## src/rtl/seq_divider.sv

```systemverilog
// seq_divider: sequential signed restoring divider, one quotient bit per clock.
//
// Divides a 2*WIDTH-bit signed dividend by a WIDTH-bit signed divisor in
// sign-magnitude form. The quotient is truncated toward zero. The remainder
// takes the sign of the dividend.
//
// Ports:
//   clk_i        system clock, rising edge
//   rst_ni       asynchronous active-low reset; aborts any operation in flight
//   start_i      request a division (only sampled while idle)
//   dividend_i   2*WIDTH-bit signed dividend, sampled on the accepted start edge
//   divisor_i    WIDTH-bit signed divisor, sampled on the accepted start edge
//   quotient_o   signed quotient; holds until the next done
//   remainder_o  signed remainder; holds until the next done
//   done_o       one-cycle pulse when the results are valid
//   busy_o       high from the accepted start through the done cycle
//   sign_o       dividend MSB xor divisor MSB of the completed operation
//   err_o        divide-by-zero or quotient overflow, valid with done
//
// Build option: define DIVIDER_SATURATE_EN to saturate the quotient on errors
// instead of returning zero.

module seq_divider #(
  parameter int unsigned WIDTH = 8
) (
  input  logic               clk_i,
  input  logic               rst_ni,
  input  logic               start_i,
  input  logic [2*WIDTH-1:0] dividend_i,
  input  logic [WIDTH-1:0]   divisor_i,
  output logic [WIDTH-1:0]   quotient_o,
  output logic [WIDTH-1:0]   remainder_o,
  output logic               done_o,
  output logic               busy_o,
  output logic               sign_o,
  output logic               err_o
);

  localparam int unsigned DW = 2 * WIDTH;
  localparam int unsigned CW = $clog2(DW);
  localparam logic [CW-1:0] LastCnt = CW'(DW - 1);
  localparam logic [DW-1:0] QMaxPos = DW'((2 ** (WIDTH - 1)) - 1);
  localparam logic [DW-1:0] QMaxNeg = DW'(2 ** (WIDTH - 1));
`ifdef DIVIDER_SATURATE_EN
  localparam logic [WIDTH-1:0] SatPos = {1'b0, {(WIDTH - 1){1'b1}}};
  localparam logic [WIDTH-1:0] SatNeg = {1'b1, {(WIDTH - 1){1'b0}}};
`endif

  typedef enum logic [1:0] {StIdle, StDiv, StFix} state_e;

  state_e           state_q, state_d;
  logic [CW-1:0]    cnt_q, cnt_d;
  // dq_q starts as |dividend| and shifts out dividend bits while shifting in
  // quotient bits, so it ends as the quotient magnitude.
  logic [DW-1:0]    dq_q, dq_d;
  logic [WIDTH:0]   rem_q, rem_d;
  // WIDTH+1 bits so that |-2^(WIDTH-1)| is representable.
  logic [WIDTH:0]   dsr_q, dsr_d;
  logic             sign_q, sign_d;
  logic             dneg_q, dneg_d;
  logic             dvz_q, dvz_d;
  logic [WIDTH-1:0] quot_q, quot_d;
  logic [WIDTH-1:0] remo_q, remo_d;
  logic             done_q, done_d;
  logic             busy_q, busy_d;
  logic             signo_q, signo_d;
  logic             err_q, err_d;

  logic [DW-1:0]    dvd_abs;
  logic [WIDTH:0]   dsr_ext, dsr_abs;
  logic [WIDTH:0]   rem_shift;
  logic             ovf;

  always_comb begin
    dvd_abs   = dividend_i[DW-1] ? -dividend_i : dividend_i;
    dsr_ext   = {divisor_i[WIDTH-1], divisor_i};
    dsr_abs   = divisor_i[WIDTH-1] ? -dsr_ext : dsr_ext;
    rem_shift = (rem_q << 1) | {{WIDTH{1'b0}}, dq_q[DW-1]};
    // A negative result may reach one further than a positive one.
    ovf       = sign_q ? (dq_q > QMaxNeg) : (dq_q > QMaxPos);

    state_d = state_q;
    cnt_d   = cnt_q;
    dq_d    = dq_q;
    rem_d   = rem_q;
    dsr_d   = dsr_q;
    sign_d  = sign_q;
    dneg_d  = dneg_q;
    dvz_d   = dvz_q;
    quot_d  = quot_q;
    remo_d  = remo_q;
    done_d  = 1'b0;
    busy_d  = busy_q;
    signo_d = signo_q;
    err_d   = err_q;

    unique case (state_q)
      StIdle: begin
        busy_d = 1'b0;
        if (start_i) begin
          dq_d    = dvd_abs;
          dsr_d   = dsr_abs;
          rem_d   = '0;
          cnt_d   = '0;
          sign_d  = dividend_i[DW-1] ^ divisor_i[WIDTH-1];
          dneg_d  = dividend_i[DW-1];
          dvz_d   = (divisor_i == '0);
          busy_d  = 1'b1;
          state_d = (divisor_i == '0) ? StFix : StDiv;
        end
      end
      StDiv: begin
        if (rem_shift >= dsr_q) begin
          rem_d = rem_shift - dsr_q;
          dq_d  = {dq_q[DW-2:0], 1'b1};
        end else begin
          rem_d = rem_shift;
          dq_d  = {dq_q[DW-2:0], 1'b0};
        end
        if (cnt_q == LastCnt) begin
          cnt_d   = '0;
          state_d = StFix;
        end else begin
          cnt_d = cnt_q + 1'b1;
        end
      end
      StFix: begin
        done_d  = 1'b1;
        signo_d = sign_q;
        state_d = StIdle;
        if (dvz_q || ovf) begin
          err_d  = 1'b1;
          remo_d = '0;
`ifdef DIVIDER_SATURATE_EN
          if (dvz_q) quot_d = dneg_q ? SatNeg : SatPos;
          else       quot_d = sign_q ? SatNeg : SatPos;
`else
          quot_d = '0;
`endif
        end else begin
          err_d  = 1'b0;
          quot_d = sign_q ? WIDTH'(-dq_q) : WIDTH'(dq_q);
          remo_d = dneg_q ? WIDTH'(-rem_q) : WIDTH'(rem_q);
        end
      end
      default: state_d = StIdle;
    endcase
  end

  always_ff @(posedge clk_i or negedge rst_ni) begin
    if (!rst_ni) begin
      state_q <= StIdle;
      cnt_q   <= '0;
      dq_q    <= '0;
      rem_q   <= '0;
      dsr_q   <= '0;
      sign_q  <= 1'b0;
      dneg_q  <= 1'b0;
      dvz_q   <= 1'b0;
      quot_q  <= '0;
      remo_q  <= '0;
      done_q  <= 1'b0;
      busy_q  <= 1'b0;
      signo_q <= 1'b0;
      err_q   <= 1'b0;
    end else begin
      state_q <= state_d;
      cnt_q   <= cnt_d;
      dq_q    <= dq_d;
      rem_q   <= rem_d;
      dsr_q   <= dsr_d;
      sign_q  <= sign_d;
      dneg_q  <= dneg_d;
      dvz_q   <= dvz_d;
      quot_q  <= quot_d;
      remo_q  <= remo_d;
      done_q  <= done_d;
      busy_q  <= busy_d;
      signo_q <= signo_d;
      err_q   <= err_d;
    end
  end

  assign quotient_o  = quot_q;
  assign remainder_o = remo_q;
  assign done_o      = done_q;
  assign busy_o      = busy_q;
  assign sign_o      = signo_q;
  assign err_o       = err_q;

endmodule

```

## config.mk

```make
export PLATFORM = sky130hd
export DESIGN_NAME = seq_divider
export DESIGN_NICKNAME = d
export VERILOG_FILES = /design/src/rtl/seq_divider.sv
export SDC_FILE = /design/constraint.sdc
export NUM_CORES = 1
export LEC_CHECK = 0
export CAP_MARGIN = 20
export CORE_MARGIN = 4
export CORE_UTILIZATION = 50
export CTS_CLUSTER_SIZE = 28
export DETAILED_ROUTE_END_ITERATION = 8
export PLACE_DENSITY_LB_ADDON = 0.1
export SYNTH_ARGS = -nofsm -noshare
export SYNTH_HDL_FRONTEND = slang
export SYNTH_SLANG_ARGS = --single-unit
```

## constraint.sdc

```tcl
create_clock -name clk_i -period 3.9 [get_ports clk_i]
set_clock_uncertainty 0.1 [all_clocks]
set_input_delay 0.39 -clock clk_i [delete_from_list [all_inputs] [get_ports clk_i]]
set_output_delay 0.39 -clock clk_i [all_outputs]
set_load 0.005 [all_outputs]
```

# Yosys cells after proc, flatten, opt, wreduce, memory -nomap -nowiden
# Index checks and enable logic that the tools add are counted.
dict set report classes {
  bitwise 2
  n_reduce_logical 7
  order_cmp 3
  n_eq_ne 5
  add_sub_neg 6
  muxes 23
}
# operator count
set op_table {}
lappend op_table {{$mux 8} 6}
lappend op_table {{$mux 16} 2}
lappend op_table {{$pmux 16 s2} 1}
lappend op_table {{$gt 16x7->1 const B} 1}
lappend op_table {{$gt 16x8->1 const B} 1}
lappend op_table {{$neg 16->16} 1}
lappend op_table {{$neg 8->8} 2}
lappend op_table {{$pmux 8 s2} 1}
lappend op_table {{$ge 9x9->1} 1}
lappend op_table {{$mux 9} 1}
lappend op_table {{$neg 9->9} 1}
lappend op_table {{$or 9x1->9} 1}
lappend op_table {{$logic_not 8->1} 1}
lappend op_table {{$mux 4} 2}
lappend op_table {{$pmux 4 s2} 1}
lappend op_table {{$sub 8x8->8} 1}
lappend op_table {{$mux 2} 3}
lappend op_table {{$reduce_and 2->1} 3}
lappend op_table {{$mux 1} 5}
lappend op_table {{$add 4x1->4 const B} 1}
lappend op_table {{$eq 4x4->1 const B} 1}
lappend op_table {{$ne 2x2->1 const B} 2}
lappend op_table {{$pmux 2 s2} 1}
lappend op_table {{$eq 2x1->1 const B} 1}
lappend op_table {{5 further kinds} 5}
dict set report word_totals {
  output_inout_bits 20
  regBits 62
}

# Depth between registers and ports, before layout
# Gate-level depths: netlist of run 1.
dict set report depth {
  word_depth 4
  mapped_depth 9
  ltp_nobuf 9
}

# Worst setup path before layout of run 1
# OpenSTA, ideal clock, no wires.
dict set report synth_path {
  kind {flip-flop to flip-flop}
  startpoint {register dq_q[15]}
  endpoint {register rem_q[6]}
  setup_slack_ns 1.803
  period_less_slack_ns 2.097
  t_arrival_ns 1.887
  required_time_ns 3.690
  stages_incl_launch_ff 10
  path_cell_list {dfrtp_1 -> inv_1 -> ha_1 -> inv_1 -> fa_1 -> a211o_1 -> a21o_1 -> a21oi_1 -> xor2_1 -> o41ai_1}
}
dict set report synth_between {
  elab_chain_cells 4
  elab_cells_between_ends 5
  classes_between {1 x add/sub; 1 x order compare; 2 x mux; 1 x bitwise}
}
# element line_no
set synth_lines {}
lappend synth_lines {{start: declaration} 55} ;# logic [DW-1:0] dq_q, dq_d;
lappend synth_lines {{start signal: assignment} 169} ;# dq_q <= dq_d;
lappend synth_lines {{$or 9x1->9 *} 78} ;# rem_shift = (rem_q << 1) | {{WIDTH{1'b0}}, dq_q[DW-1]};
lappend synth_lines {{$sub 8x8->8 or $ge 9x9->1 (tied branches)} {114, 113}}
lappend synth_lines {{$mux 8 *} 113} ;# if (rem_shift >= dsr_q) begin
lappend synth_lines {{$pmux 8 s2 *} 97} ;# unique case (state_q)
lappend synth_lines {{end signal: assignment} 170} ;# rem_q <= rem_d;
lappend synth_lines {{end: declaration} 56} ;# logic [WIDTH:0] rem_q, rem_d;
# Mark *: on every way between the ends. The rest lies on a longest branch, timed or not.
# A chain may end at the register's enable or synchronous reset.

# Worst setup path after layout of run 1
dict set report layout_path {
  startpoint {register state_q[0]}
  endpoint {register remo_q[1] (netlist: remainder_o[1])}
}
dict set report layout_between {
  elab_chain_cells 1
}
# element line_no
set layout_lines {}
lappend layout_lines {{start: declaration} 51} ;# state_e state_q, state_d;
lappend layout_lines {{start signal: assignment} 152} ;# state_q <= StIdle;
lappend layout_lines {{start signal: assignment} 167} ;# state_q <= state_d;
lappend layout_lines {{$eq 2x2->1} 97}
lappend layout_lines {{end signal: assignment} 176} ;# remo_q <= remo_d;
lappend layout_lines {{end: declaration} 63} ;# logic [WIDTH-1:0] remo_q, remo_d;
# Every way passes these cells.

==> reports/results.tsv, run 1 <==
metric	value	unit
status	complete, no violations	
post-route-util	62.3	%
yosys.area.top_type	dfrtp_1	
fp.dieW	95.1	um
die_y	95.1	um
syn_nets	459	
cts_tree	built	
cp_max_fo	19	
use_met3	3.95	%
ir_drop	0.354	mV
critPathKind	flip-flop to flip-flop	
timing.final.crit_period	2.48	ns
grt_pass1_vias	2955	
synthArstFlopShare	100	%
synth_area_per_cell	9.10	um2
drt-initial-drc-count	164	
hp-class	input port to async pin	
drt_pass1_iterations	5	
fin_crit_sh	63.6	%
clock_path_buffers	2	
crit_required	4.05	ns
grt_pass1_wl	14.2	mm
crit_slowest_cell	dfrtp_1	
start_util	51.8	%
coreArea	7330	um2
final_layout_size_suffix_gt1_share	7.96	%
hpwl	6.30	mm
synth_area_leaders	dfrtp_1, nand2_1, o21ai_0	
hold_viol_final	0	
track_usage	20.2	%
fmaxAchievable	403	MHz
synth_seq_cells	62	
h-tree-depth	3	
die-area	9050	um2
synth_top_cell_area_share	40.9	%
ctsRootBufferMaster	clkbuf_8	
slowest_delay	0.51	ns
maxCapViolations	0	
met1_usage	28.4	%
maxSlewViolCount	0	
gp_congestion	0.862	
postRouteAntennaNets	0	
fin_nets	502	
rows	31	
netlist_top_cells_count	dfrtp_1, nand2_1, o21ai_0	
cts_setup_buffers	0	
worstMarginPinSlew	0.717	ns
yosys_warnings	0	
area.growth.synth_to_final	20.3	%
yosysMostFrequentCell	dfrtp_1	
vias	3206	
clock_sinks	62	
setup_viol	0	
drc	0	
p_per_area	786	nW/um2
vias_per_cell	5.68	
busiest_layer	met2	
rsz0062_at_grt	false	
synth_area	3800	um2
antenna_found_initial	0	
antennaDiodeCount	0	
wl_per_cell	15.1	um
cp-end-kind	flip-flop	
synth_ff_type	dfrtp_1	
grt_max_degree	46	
gr-total-overflow	0	
clk_latency	0.34	ns
cp_cell_sequence	inv_1 > nand2_1 > nor3_1 > nand4_4 > o21ai_0	
setup_tns	0	ns
use_met2	31.0	%
numCtsBuffers	9	
synth_cell_types	53	
clk_pin_slew	0.08	ns
crit_arrival	2.63	ns
drt_wl_total	8.49	mm
synth_edf_count	0	
io_buffers	46	
seq_area_frac_synth	40.9	%
slew_headroom	51.7	%
startpoint_type	flip-flop	
ios	47	
synthCells	417	
p_leak	0.00196	uW
==> worst paths after layout <==
kind / slack, ns / from / to / depth (start not counted)
worst max-delay path: 1.42 / state_q[0]$_DFFE_PN0P_ / remainder_o[1]$_DFFE_PN0P_ / 5
worst max register to register: 1.42 / state_q[0]$_DFFE_PN0P_ / remainder_o[1]$_DFFE_PN0P_ / 5
worst min register to register: 0.38 / quotient_o[7]$_DFFE_PN0P_ / quotient_o[7]$_DFFE_PN0P_ / 2
max in group asynchronous: 2.66 / rst_ni / dq_q[9]$_DFFE_PN0P_ / 4
worst min-delay path: 0.30 / rst_ni / remainder_o[1]$_DFFE_PN0P_ / 2
min in group clk_i: 0.38 / quotient_o[7]$_DFFE_PN0P_ / quotient_o[7]$_DFFE_PN0P_ / 2
==> state kept, by name, indices dropped and copies added, names as in the netlist <==
register	cells
remainder_o	8
err_o	1
done_o	1
busy_o	1
dneg_q	1
cnt_q	4
dsr_q	9
quotient_o	8
rem_q	8
dq_q	16
sign_o	1
sign_q	1
dvz_q	1
state_q	2
==> timing repair <==
item / in CTS / in global routing
hold endpoints to repair: 0 / 4
gates resized for setup: 0 / 0
endpoints found under the setup margin: 0 / 0
hold buffers: 0 / 1
==> placed cells by master (no fill, tap or decap), types with 5 or more instances in the layout <==
cell type and count:
o21ai_0 42, ha_1 14, nand2_1 60, clkdlybuf4s50_1 45, or3_1 12, nor2_1 15
dfrtp_1 62, o22ai_1 6, xnor2_1 15, xor2_1 20, o211ai_1 7, a22oi_1 6
a21oi_1 17, nor2b_1 8, a32oi_1 5, nand2b_1 7, inv_1 21, clkbuf_8 9
nand4_1 7, o31ai_1 10, o21ai_2 8, nor3_1 5
==> layout make-up <==
class                      instances  area [um2]
tap                               99         124
clock buffer                      10         128
timing repair buffer              52         515
sequential                        62        1550
clock inverter                     6        86.3
inverter                          21        78.8
multi-input combinational        314        2080
fill                             664        2770
==> cells by family after synthesis <==
family	after synthesis	synth area share (%)
AND/OR/NAND/NOR	130	16.9
AO/OA/AOI/OAI	129	23.3
flip-flops	62	40.9
buffers and inverters	41	4.28
XOR/XNOR	35	8.08
adder cells (fa/ha/maj)	15	5.14
multiplexers	5	1.35
==> through the flow <==
step	total power, uW	std cells	hold slack, ns	setup slack, ns	area (um2)
floorplan	2510	417	-0.00559	1.80	3800
global placement	2920	546	0.361	1.41	4320
detailed placement	2960	546	0.366	1.36	4320
CTS	3590	562	0.136	1.41	4540
global route	3900	564	0.299	1.20	4570
finish	3590	564	0.297	1.42	4570
==> where the power goes <==
part	total, uW	internal [uW]	switching, uW
Combinational	1820	824	993
Clock	620	359	261
Sequential	1150	869	282
==> worst max-delay path, delay by kind of cell (launching register included) <==
kind,cells,cell delay (ns)
flip-flops,1,0.51
AO/OA/AOI/OAI,1,0.29
AND/OR/NAND/NOR,3,1.20
buffers and inverters,1,0.30
==> layer usage <==
layer / up-vias / routed length (um)
li1: 1582 / -
met1: 1522 / 4060
met2: 91 / 3910
met3: 11 / 402
met4: 0 / 118
met5: - / 0
No activity file was read; power rests on OpenSTA's default activity.
==> run 2: changes to the inputs <==
==> constraint.sdc (replaced) <==
create_clock -name clk_i -period 2.3 [get_ports clk_i]
set_clock_uncertainty 0.1 [all_clocks]
set_input_delay 0.23 -clock clk_i [delete_from_list [all_inputs] [get_ports clk_i]]
set_output_delay 0.23 -clock clk_i [all_outputs]
set_load 0.005 [all_outputs]
==> run 2 against run 1 <==
  * Wire length up 3.6%
  * Hold slack better by 0.060 ns
  * Via count rose by 1.7%
  * Sequential cell count is the same
  * Final area up 4.8%
  * Critical path depth is 4 higher
  * Cell count increased by 4.3%
  * Power is 80% higher
  * Sequential power grew 62%
  * Critical endpoint is now rem_q[6]$_DFFE_PN0P_
==> reports/results.tsv, run 2 (synthesis gave the netlist of run 1 again) <==
metric	value	unit
setup_viol	0	
maxSlewViolCount	0	
hold_viol_final	0	
die-area	9050	um2
grt_pass1_vias	3104	
fin_cells	588	
startpoint_type	flip-flop	
cp_max_fo	2	
fin_crit_sh	95.4	%
clock_path_buffers	2	
maxCapViolations	0	
drc	0	
cts_tree	built	
ir_drop	0.569	mV
critPathKind	flip-flop to flip-flop	
layout_common_cells	dfrtp_1, nand2_1, clkdlybuf4s50_1	
gp_congestion	0.801	
clk_pin_slew	0.06	ns
power.total	6460	uW
gr-total-overflow	0	
regMostFlops	dq_q	
grt_pass1_wl	15.1	mm
fmaxAchievable	456	MHz
slowest_delay	0.39	ns
slew_headroom	64.8	%
crit_arrival	2.31	ns
fin_nets	526	
clock_sinks	62	
track_usage	21.2	%
crit_slowest_cell	fa_1	
grt_max_degree	33	
status	complete, no violations	
vias	3260	
wl_per_cell	15.0	um
fp.dieW	95.1	um
antennaDiodeCount	0	
drt_wl_total	8.80	mm
cp_top_family	compound AO/OA/AOI/OAI gates	
drt_pass1_iterations	5	
holdWs	0.357	ns
dp.cells	570	
clk_latency	0.33	ns
crit_required	2.42	ns
hp-class	input port to async pin	
antenna_found_initial	0	
final_common_cell	dfrtp_1	
worst-path-buf-inv	2	
ctsRootBufferMaster	clkbuf_8	
area.growth.synth_to_final	26.0	%
start_util	51.8	%
largest_reg_flops	16	
rows	31	
worstMarginPinSlew	0.523	ns
crit_top_cell	inv_1	
p_per_area	1350	nW/um2
h-tree-depth	3	
numCtsBuffers	9	
cp-end-kind	flip-flop	
reg_top3	dq_q (16), dsr_q (9)	
ios	47	
hpwl	6.62	mm
coreArea	7330	um2
timing.final.crit_period	2.19	ns
drt-initial-drc-count	137	
fin_ws	0.107	ns
vias_per_cell	5.54	
final_layout_size_suffix_gt1_share	13.1	%
cp_cell_sequence	inv_1 > ha_1 > inv_1 > fa_1 > a211o_1 > a21o_1 > a21oi_2 > xor2_1 > o41ai_1	
die_y	95.1	um
post-route-util	65.3	%
rsz0062_at_grt	true	
postRouteAntennaNets	0	
io_buffers	46	
preCtsSetupSlack	-0.00183	ns
p_leak	0.00209	uW
run 2: worst min-delay path, stage by stage:
cell and delay, ns:
dlygate4sd3_1 0.51, buf_2 0.11, buf_4 0.34
run 2: worst paths after layout:
check | start | end | slack, ns | cells past startpoint
max | dq_q[15]$_DFFE_PN0P_ | rem_q[6]$_DFFE_PN0P_ | 0.11 | 9
min | rst_ni | remainder_o[4]$_DFFE_PN0P_ | 0.36 | 3
max reg2reg | dq_q[15]$_DFFE_PN0P_ | rem_q[6]$_DFFE_PN0P_ | 0.11 | 9
min reg2reg | sign_o$_DFFE_PN0P_ | sign_o$_DFFE_PN0P_ | 0.38 | 2
max in group asynchronous | rst_ni | rem_q[0]$_DFFE_PN0P_ | 1.41 | 3
min in group clk_i | sign_o$_DFFE_PN0P_ | sign_o$_DFFE_PN0P_ | 0.38 | 2
run 2: per-stage QoR:
stage          TNS (ns)  cell area (um2)
2_1_floorplan         0             3800
6_report              0             4780
4_1_cts               0             4760
5_1_grt         -0.0139             4780
3_5_place_dp   -0.00191             4510
3_3_place_gp          0             4510
run 2: power breakdown:
group	switching, uW	internal (uW)	leakage (uW)
combinational	1870	1650	0.00119
clock	423	669	0.000116
sequential	381	1480	0.000787
total	2670	3790	0.00209
run 2: cell type report:
cell class              count  area, um2
clock buffers              11        151
well taps                  99        124
multi-input cells         314       2090
repair buffers             76        708
clock inverters             5       81.3
flip-flops and latches     62       1550
fillers                   605       2550
inverters                  21       78.8
run 2: per-layer routing:
layer  up-vias  GRT usage (%)  share of wire, %  routed length [um]
met5         -              0                 0                   0
met4         0           5.77              0.43                  38
met3         2           3.79               4.9                 429
met2        79           33.9                48                4240
met1      1552           29.5                46                4090
li1       1627              -                 -                   -
run 2: what timing repair did:
item	CTS	global route
setup endpoints to repair	0	10
setup buffers	0	1
hold buffers	1	0
hold endpoints to repair	62	0
gates resized for setup	0	2
